`src/rtl/mem_arb_pkg.sv`:
```
// Shared definitions for the two-port memory arbiter: default widths,
// sequencer states and requester port identifiers.
package mem_arb_pkg;

    localparam int DEFAULT_ADDR_W = 5;
    localparam int DEFAULT_DATA_W = 8;

    typedef enum logic [1:0] {
        IDLE    = 2'd0,
        ACCESS  = 2'd1,
        CAPTURE = 2'd2
    } arb_state_e;

    localparam logic PORT_IF = 1'b0;
    localparam logic PORT_LS = 1'b1;

endpackage

```
`src/rtl/mem_arbiter_rr_arb2.sv`:
```
// Combinational two-way round-robin winner: on a tie the port that was not
// granted last time wins. Grant is one-hot, or zero when nobody requests.
module rr_arb2 (
    input  logic [1:0] req,
    input  logic       last_grant,
    output logic [1:0] grant
);

    always_comb begin
        grant = 2'b00;
        case (req)
            2'b01:   grant = 2'b01;
            2'b10:   grant = 2'b10;
            2'b11:   grant = last_grant ? 2'b01 : 2'b10;
            default: grant = 2'b00;
        endcase
    end

endmodule

```
`src/rtl/mem_arbiter.sv`:
```
// Round-robin arbiter and three-cycle sequencer in front of the shared
// 32x8 memory; one command in flight at a time, one-cycle response pulse.
module mem_arbiter
    import mem_arb_pkg::*;
#(
    parameter int ADDR_W = DEFAULT_ADDR_W,
    parameter int DATA_W = DEFAULT_DATA_W
) (
    input  logic              clk,
    input  logic              rst_n,
    input  logic              req0_valid,
    input  logic              req1_valid,
    output logic              req0_ready,
    output logic              req1_ready,
    input  logic              req0_we,
    input  logic              req1_we,
    input  logic [ADDR_W-1:0] req0_addr,
    input  logic [ADDR_W-1:0] req1_addr,
    input  logic [DATA_W-1:0] req0_wdata,
    input  logic [DATA_W-1:0] req1_wdata,
    output logic              rsp0_valid,
    output logic              rsp1_valid,
    output logic [DATA_W-1:0] rsp_rdata,
    output logic              busy,
    output logic              mem_rd,
    output logic              mem_wr,
    output logic [ADDR_W-1:0] mem_addr,
    output logic [DATA_W-1:0] mem_data_in,
    input  logic [DATA_W-1:0] mem_data_out
);

    arb_state_e        state_q, state_d;
    logic              last_grant_q, last_grant_d;
    logic              lat_we_q, lat_we_d;
    logic              lat_port_q, lat_port_d;
    logic              mem_rd_q, mem_rd_d;
    logic              mem_wr_q, mem_wr_d;
    logic [ADDR_W-1:0] mem_addr_q, mem_addr_d;
    logic [DATA_W-1:0] mem_data_in_q, mem_data_in_d;
    logic [DATA_W-1:0] rsp_rdata_q, rsp_rdata_d;
    logic [1:0]        rsp_valid_q, rsp_valid_d;

    logic [1:0]        grant;
    logic              handshake;
    logic              winner;
    logic              sel_we;
    logic [ADDR_W-1:0] sel_addr;
    logic [DATA_W-1:0] sel_wdata;

    rr_arb2 u_rr_arb2 (
        .req        ({req1_valid, req0_valid}),
        .last_grant (last_grant_q),
        .grant      (grant)
    );

    assign handshake  = (state_q == IDLE) && (grant != 2'b00);
    assign req0_ready = (state_q == IDLE) && grant[0];
    assign req1_ready = (state_q == IDLE) && grant[1];
    assign winner     = grant[1] ? PORT_LS : PORT_IF;
    assign sel_we     = (winner == PORT_LS) ? req1_we    : req0_we;
    assign sel_addr   = (winner == PORT_LS) ? req1_addr  : req0_addr;
    assign sel_wdata  = (winner == PORT_LS) ? req1_wdata : req0_wdata;

    // The memory address/data registers double as the command latch, so they
    // only change on a handshake and hold through ACCESS, CAPTURE and IDLE.
    always_comb begin
        state_d       = state_q;
        last_grant_d  = last_grant_q;
        lat_we_d      = lat_we_q;
        lat_port_d    = lat_port_q;
        mem_rd_d      = 1'b0;
        mem_wr_d      = 1'b0;
        mem_addr_d    = mem_addr_q;
        mem_data_in_d = mem_data_in_q;
        rsp_rdata_d   = rsp_rdata_q;
        rsp_valid_d   = 2'b00;
        case (state_q)
            IDLE: begin
                if (handshake) begin
                    state_d       = ACCESS;
                    last_grant_d  = winner;
                    lat_we_d      = sel_we;
                    lat_port_d    = winner;
                    mem_rd_d      = !sel_we;
                    mem_wr_d      = sel_we;
                    mem_addr_d    = sel_addr;
                    mem_data_in_d = sel_wdata;
                end
            end
            ACCESS: begin
                state_d = CAPTURE;
            end
            CAPTURE: begin
                state_d = IDLE;
                if (!lat_we_q) begin
                    rsp_rdata_d = mem_data_out;
                end
                rsp_valid_d[lat_port_q] = 1'b1;
            end
            default: begin
                state_d = IDLE;
            end
        endcase
    end

    always_ff @(posedge clk or negedge rst_n) begin
        if (!rst_n) begin
            state_q       <= IDLE;
            last_grant_q  <= PORT_LS;
            lat_we_q      <= 1'b0;
            lat_port_q    <= PORT_IF;
            mem_rd_q      <= 1'b0;
            mem_wr_q      <= 1'b0;
            mem_addr_q    <= '0;
            mem_data_in_q <= '0;
            rsp_rdata_q   <= '0;
            rsp_valid_q   <= 2'b00;
        end else begin
            state_q       <= state_d;
            last_grant_q  <= last_grant_d;
            lat_we_q      <= lat_we_d;
            lat_port_q    <= lat_port_d;
            mem_rd_q      <= mem_rd_d;
            mem_wr_q      <= mem_wr_d;
            mem_addr_q    <= mem_addr_d;
            mem_data_in_q <= mem_data_in_d;
            rsp_rdata_q   <= rsp_rdata_d;
            rsp_valid_q   <= rsp_valid_d;
        end
    end

    assign busy        = (state_q != IDLE);
    assign mem_rd      = mem_rd_q;
    assign mem_wr      = mem_wr_q;
    assign mem_addr    = mem_addr_q;
    assign mem_data_in = mem_data_in_q;
    assign rsp_rdata   = rsp_rdata_q;
    assign rsp0_valid  = rsp_valid_q[0];
    assign rsp1_valid  = rsp_valid_q[1];

endmodule

```
`config.mk`:
```
export PLATFORM = sky130hd
export DESIGN_NAME = mem_arbiter
export DESIGN_NICKNAME = d
export VERILOG_FILES = /design/src/rtl/mem_arb_pkg.sv /design/src/rtl/mem_arbiter_rr_arb2.sv /design/src/rtl/mem_arbiter.sv
export SDC_FILE = /design/constraint.sdc
export NUM_CORES = 1
export LEC_CHECK = 0
export CORE_MARGIN = 2
export CORE_UTILIZATION = 35
export DETAILED_ROUTE_END_ITERATION = 10
export PLACE_DENSITY = 0.74
export SLEW_MARGIN = 10
export SYNTH_ARGS = -nofsm -noshare
export SYNTH_HDL_FRONTEND = slang
export SYNTH_SLANG_ARGS = --single-unit
```
`constraint.sdc`:
```
create_clock -name clk -period 1.5 [get_ports clk]
set_clock_uncertainty 0.05 [all_clocks]
set_input_delay 0.225 -clock clk [delete_from_list [all_inputs] [get_ports clk]]
set_output_delay 0.225 -clock clk [all_outputs]
set_load 0.03 [all_outputs]
```
==> impl_metrics.env <==
export IMPL_status="complete, but fails checks"
export IMPL_violations="negative setup slack"
export IMPL_root_buffer="clkbuf_4"
export IMPL_grt_ovfl_total=0
export IMPL_path_max_fanout=3
export IMPL_core_um2=3360
export IMPL_hold_viol=0
export IMPL_grt_pass1_vias=1149
export IMPL_rr_startpoint="state_q[0]$_DFFE_PN0P_"
export IMPL_synth_most_common_cell="dfrtp_1"
export IMPL_yosys_area_top_type="dfrtp_1"
export IMPL_syn_area_per_cell_um2=13.6
export IMPL_path_class="reg -> out"
export IMPL_io_buffers=67
export IMPL_final_cells=218
export IMPL_final_area_um2=2120
export IMPL_grtUsageTotal_pct=16.8
export IMPL_worstSetupEndpointType="output pin"
export IMPL_maxCapViolCount=0
export IMPL_wl_met1_um=1280
export IMPL_postLayoutSetupSlackWorst_ns=-0.0717
export IMPL_routabilityCongestion=0.656
export IMPL_yosysWarningCount=0
export IMPL_final_layout_size_suffix_gt1_share_pct=25.0
export IMPL_wl_met2_um=1560
export IMPL_setup_viol=4
export IMPL_power_density_nw_per_um2=2030
export IMPL_synth_top_cell_area_share_pct=59.2
export IMPL_max_slew_margin_pct=78.3
export IMPL_highest_layer="met4"
export IMPL_synth_ff_latch_count=30
export IMPL_hold_path_class="in -> async"
export IMPL_wl_um=3220
export IMPL_synth_flop_cell="dfrtp_1"
export IMPL_leakagePower_nw=0.923
export IMPL_synth_area_um2=1230
export IMPL_rsz0062_at_grt="yes"
export IMPL_drt_iter0_drc=20
export IMPL_finalNetCount=211
export IMPL_pre_cts_ws_ns=-0.189
export IMPL_dp_hpwl_um=2250
export IMPL_cp_arrival_ns=1.30
export IMPL_wl_per_cell_um=14.8
export IMPL_dp_cells=205
export IMPL_clkLatencyLatePin_ns=0.32
export IMPL_crit_end="req0_ready"
export IMPL_r2r_slack_ns=-0.01
export IMPL_dr_total_vias=1082
export IMPL_tritoncts="built"
export IMPL_start_kind="flop"
export IMPL_via_per_inst=4.96
export IMPL_area_delta_synth_final_pct=72.7
export IMPL_grt_pass1_wl_um=5150
export IMPL_fin_setup_tns_ns=-0.141
export IMPL_placed_area_um2=1980
export IMPL_clk_pin_slew_worst_paths_ns=0.09
export IMPL_antenna_cells=0
export IMPL_peakVddDrop_uv=1300
export IMPL_row_count=21
export IMPL_synthesis_nets=130
export IMPL_ys_async_sr_fraction_pct=100
export IMPL_yosys_top_cells_area="dfrtp_1 59%, o221a_2 10%, mux2_1 7.3%, or3_1 6.6%, dfstp_2 2.1%"
export IMPL_ios=68
export IMPL_startpoint="last_grant_q$_DFFE_PN1P_"
export IMPL_drt_antenna_violating_nets=0
export IMPL_die_h_um=63.2
export IMPL_drc=0
export IMPL_grt_max_degree=31
export IMPL_firstDrtPassIters=3
export IMPL_fin_crit_sh_pct=105
export IMPL_ys_seq_area_share_pct=61.3
export IMPL_clockBufferDepth=2
export IMPL_cts_buffers=5
export IMPL_reg2regPathDepth=5
export IMPL_die_w_um=63.2
export IMPL_htreeDepth=2
export IMPL_reg2reg_to="mem_data_in[3]$_DFFE_PN0P_"
export IMPL_fmax_mhz=636
export IMPL_antenna_found_initial=0
export IMPL_postCtsHoldBufs=0
export IMPL_wl_met3_um=324
export IMPL_die_area_um2=3990
export IMPL_synthCells=90
export IMPL_drv_slew=0
export IMPL_yosysUniqueCellTypes=22
export IMPL_cp_data_required_time_ns=1.22
export IMPL_synth_common_cells="29 x dfrtp_1, 13 x or3_1, 11 x o221a_2"
export IMPL_clkSinkCount=30
export IMPL_start_util_pct=36.5
export IMPL_worstMarginPinSlew_ns=0.325
export IMPL_synth_edf_count=0
export IMPL_period_needed_ns=1.57
export IMPL_fin_util_pct=62.9
## cells by family after synthesis
| group | Yosys count | share of synthesized area, % |
|---|---|---|
| DFF | 30 | 61.3 |
| AOI/OAI and AO/OA | 17 | 14.3 |
| muxes | 10 | 8.98 |
| buffers and inverters | 9 | 3.67 |
| and+or+nand+nor | 24 | 11.7 |
## through the flow
| stage | total power [mW] | hold slack, ns |
|---|---|---|
| CTS | 4.14 | 0.209 |
| global placement | 3.79 | 0.358 |
| global route | 4.56 | 0.228 |
| floorplan | 2.84 | -0.121 |
| finish | 4.30 | 0.211 |
| detailed placement | 3.85 | 0.370 |
## worst min-delay path by stage
| stage | depth (start not counted) | startpoint | endpoint | slack (ns) |
|---|---|---|---|---|
| finish | 2 | rst_n | rsp_rdata[1]$_DFFE_PN0P_ | 0.21 |
| floorplan | 0 | rst_n | lat_port_q$_DFFE_PN0P_ | -0.12 |
| CTS | 2 | rst_n | rsp_rdata[1]$_DFFE_PN0P_ | 0.21 |
| global placement | 1 | lat_port_q$_DFFE_PN0P_ | rsp_valid_q[0]$_DFF_PN0_ | 0.36 |
| global route | 2 | rst_n | rsp_rdata[1]$_DFFE_PN0P_ | 0.23 |
| detailed placement | 1 | lat_port_q$_DFFE_PN0P_ | rsp_valid_q[0]$_DFF_PN0_ | 0.37 |
## cell type report
type                            count  area (um2)
Clock buffer                        8        48.8
Fill cell                         307        1250
Inverter                            5        23.8
Multi-Input combinational cell     51         493
Sequential cell                    30         752
Tap cell                           46        57.6
Timing Repair Buffer               78         742
## critical path, cell delays in order, from the launching register on
cell and delay (ns):
dfstp_2 0.57, nand2b_4 0.13, nand3_2 0.09, inv_2 0.07, buf_6 0.12
## timing repair
action / in CTS / in global routing
setup endpoints to repair: 28 / 3
buffers inserted: 0 / 5
resized for setup: 33 / 10
pin swaps: 1 / 2
## registers in the layout, indices dropped and copies added, names as in the netlist
register,cells
mem_data_in,8
rsp_rdata,8
mem_addr,5
rsp_valid_q,2
state_q,2
last_grant_q,1
lat_port_q,1
lat_we_q,1
mem_rd,1
mem_wr,1
## power breakdown
| part | internal, mW | switching (mW) | total (mW) |
|---|---|---|---|
| combinational | 1.07 | 1.37 | 2.44 |
| clock | 0.186 | 0.249 | 0.436 |
| sequential | 1.20 | 0.224 | 1.43 |
## layer usage
| metal | global-route usage (%) | up-vias |
|---|---|---|
| met1 | 19.0 | 516 |
| li1 | - | 499 |
| met5 | 0 | - |
| met3 | 5.89 | 8 |
| met2 | 28.3 | 59 |
| met4 | 8.15 | 0 |
## cells in the final DEF (no fill, tap or decap)
| cell type | Yosys | final |
|---|---|---|
| nand2b_1 | 2 | 1 |
| o22ai_1 | 1 | 1 |
| buf_12 | 0 | 1 |
| inv_1 | 3 | 2 |
| a21o_1 | 1 | 1 |
| dlygate4sd2_1 | 0 | 25 |
| mux2_1 | 8 | 8 |
| buf_4 | 0 | 9 |
| and2_1 | 1 | 1 |
| nand3_2 | 0 | 1 |
| clkbuf_4 | 0 | 5 |
| dfrtp_1 | 29 | 29 |
| nor2_1 | 4 | 3 |
| nor2_4 | 1 | 3 |
| inv_2 | 2 | 2 |
| buf_6 | 1 | 4 |
| or3_4 | 0 | 3 |
| o21ai_1 | 1 | 1 |
| or3_1 | 13 | 10 |
| clkdlybuf4s50_1 | 0 | 39 |
| o221a_4 | 0 | 2 |
| nor2b_1 | 1 | 1 |
| dfstp_2 | 1 | 1 |
| a21bo_4 | 0 | 1 |
| o221a_2 | 11 | 9 |
| nand2b_4 | 0 | 1 |
| mux2i_1 | 2 | 2 |
| clkbuf_1 | 0 | 3 |
| clkinv_4 | 0 | 1 |
| o221a_1 | 2 | 2 |
Note: power is estimated with default switching activity, not from simulation.
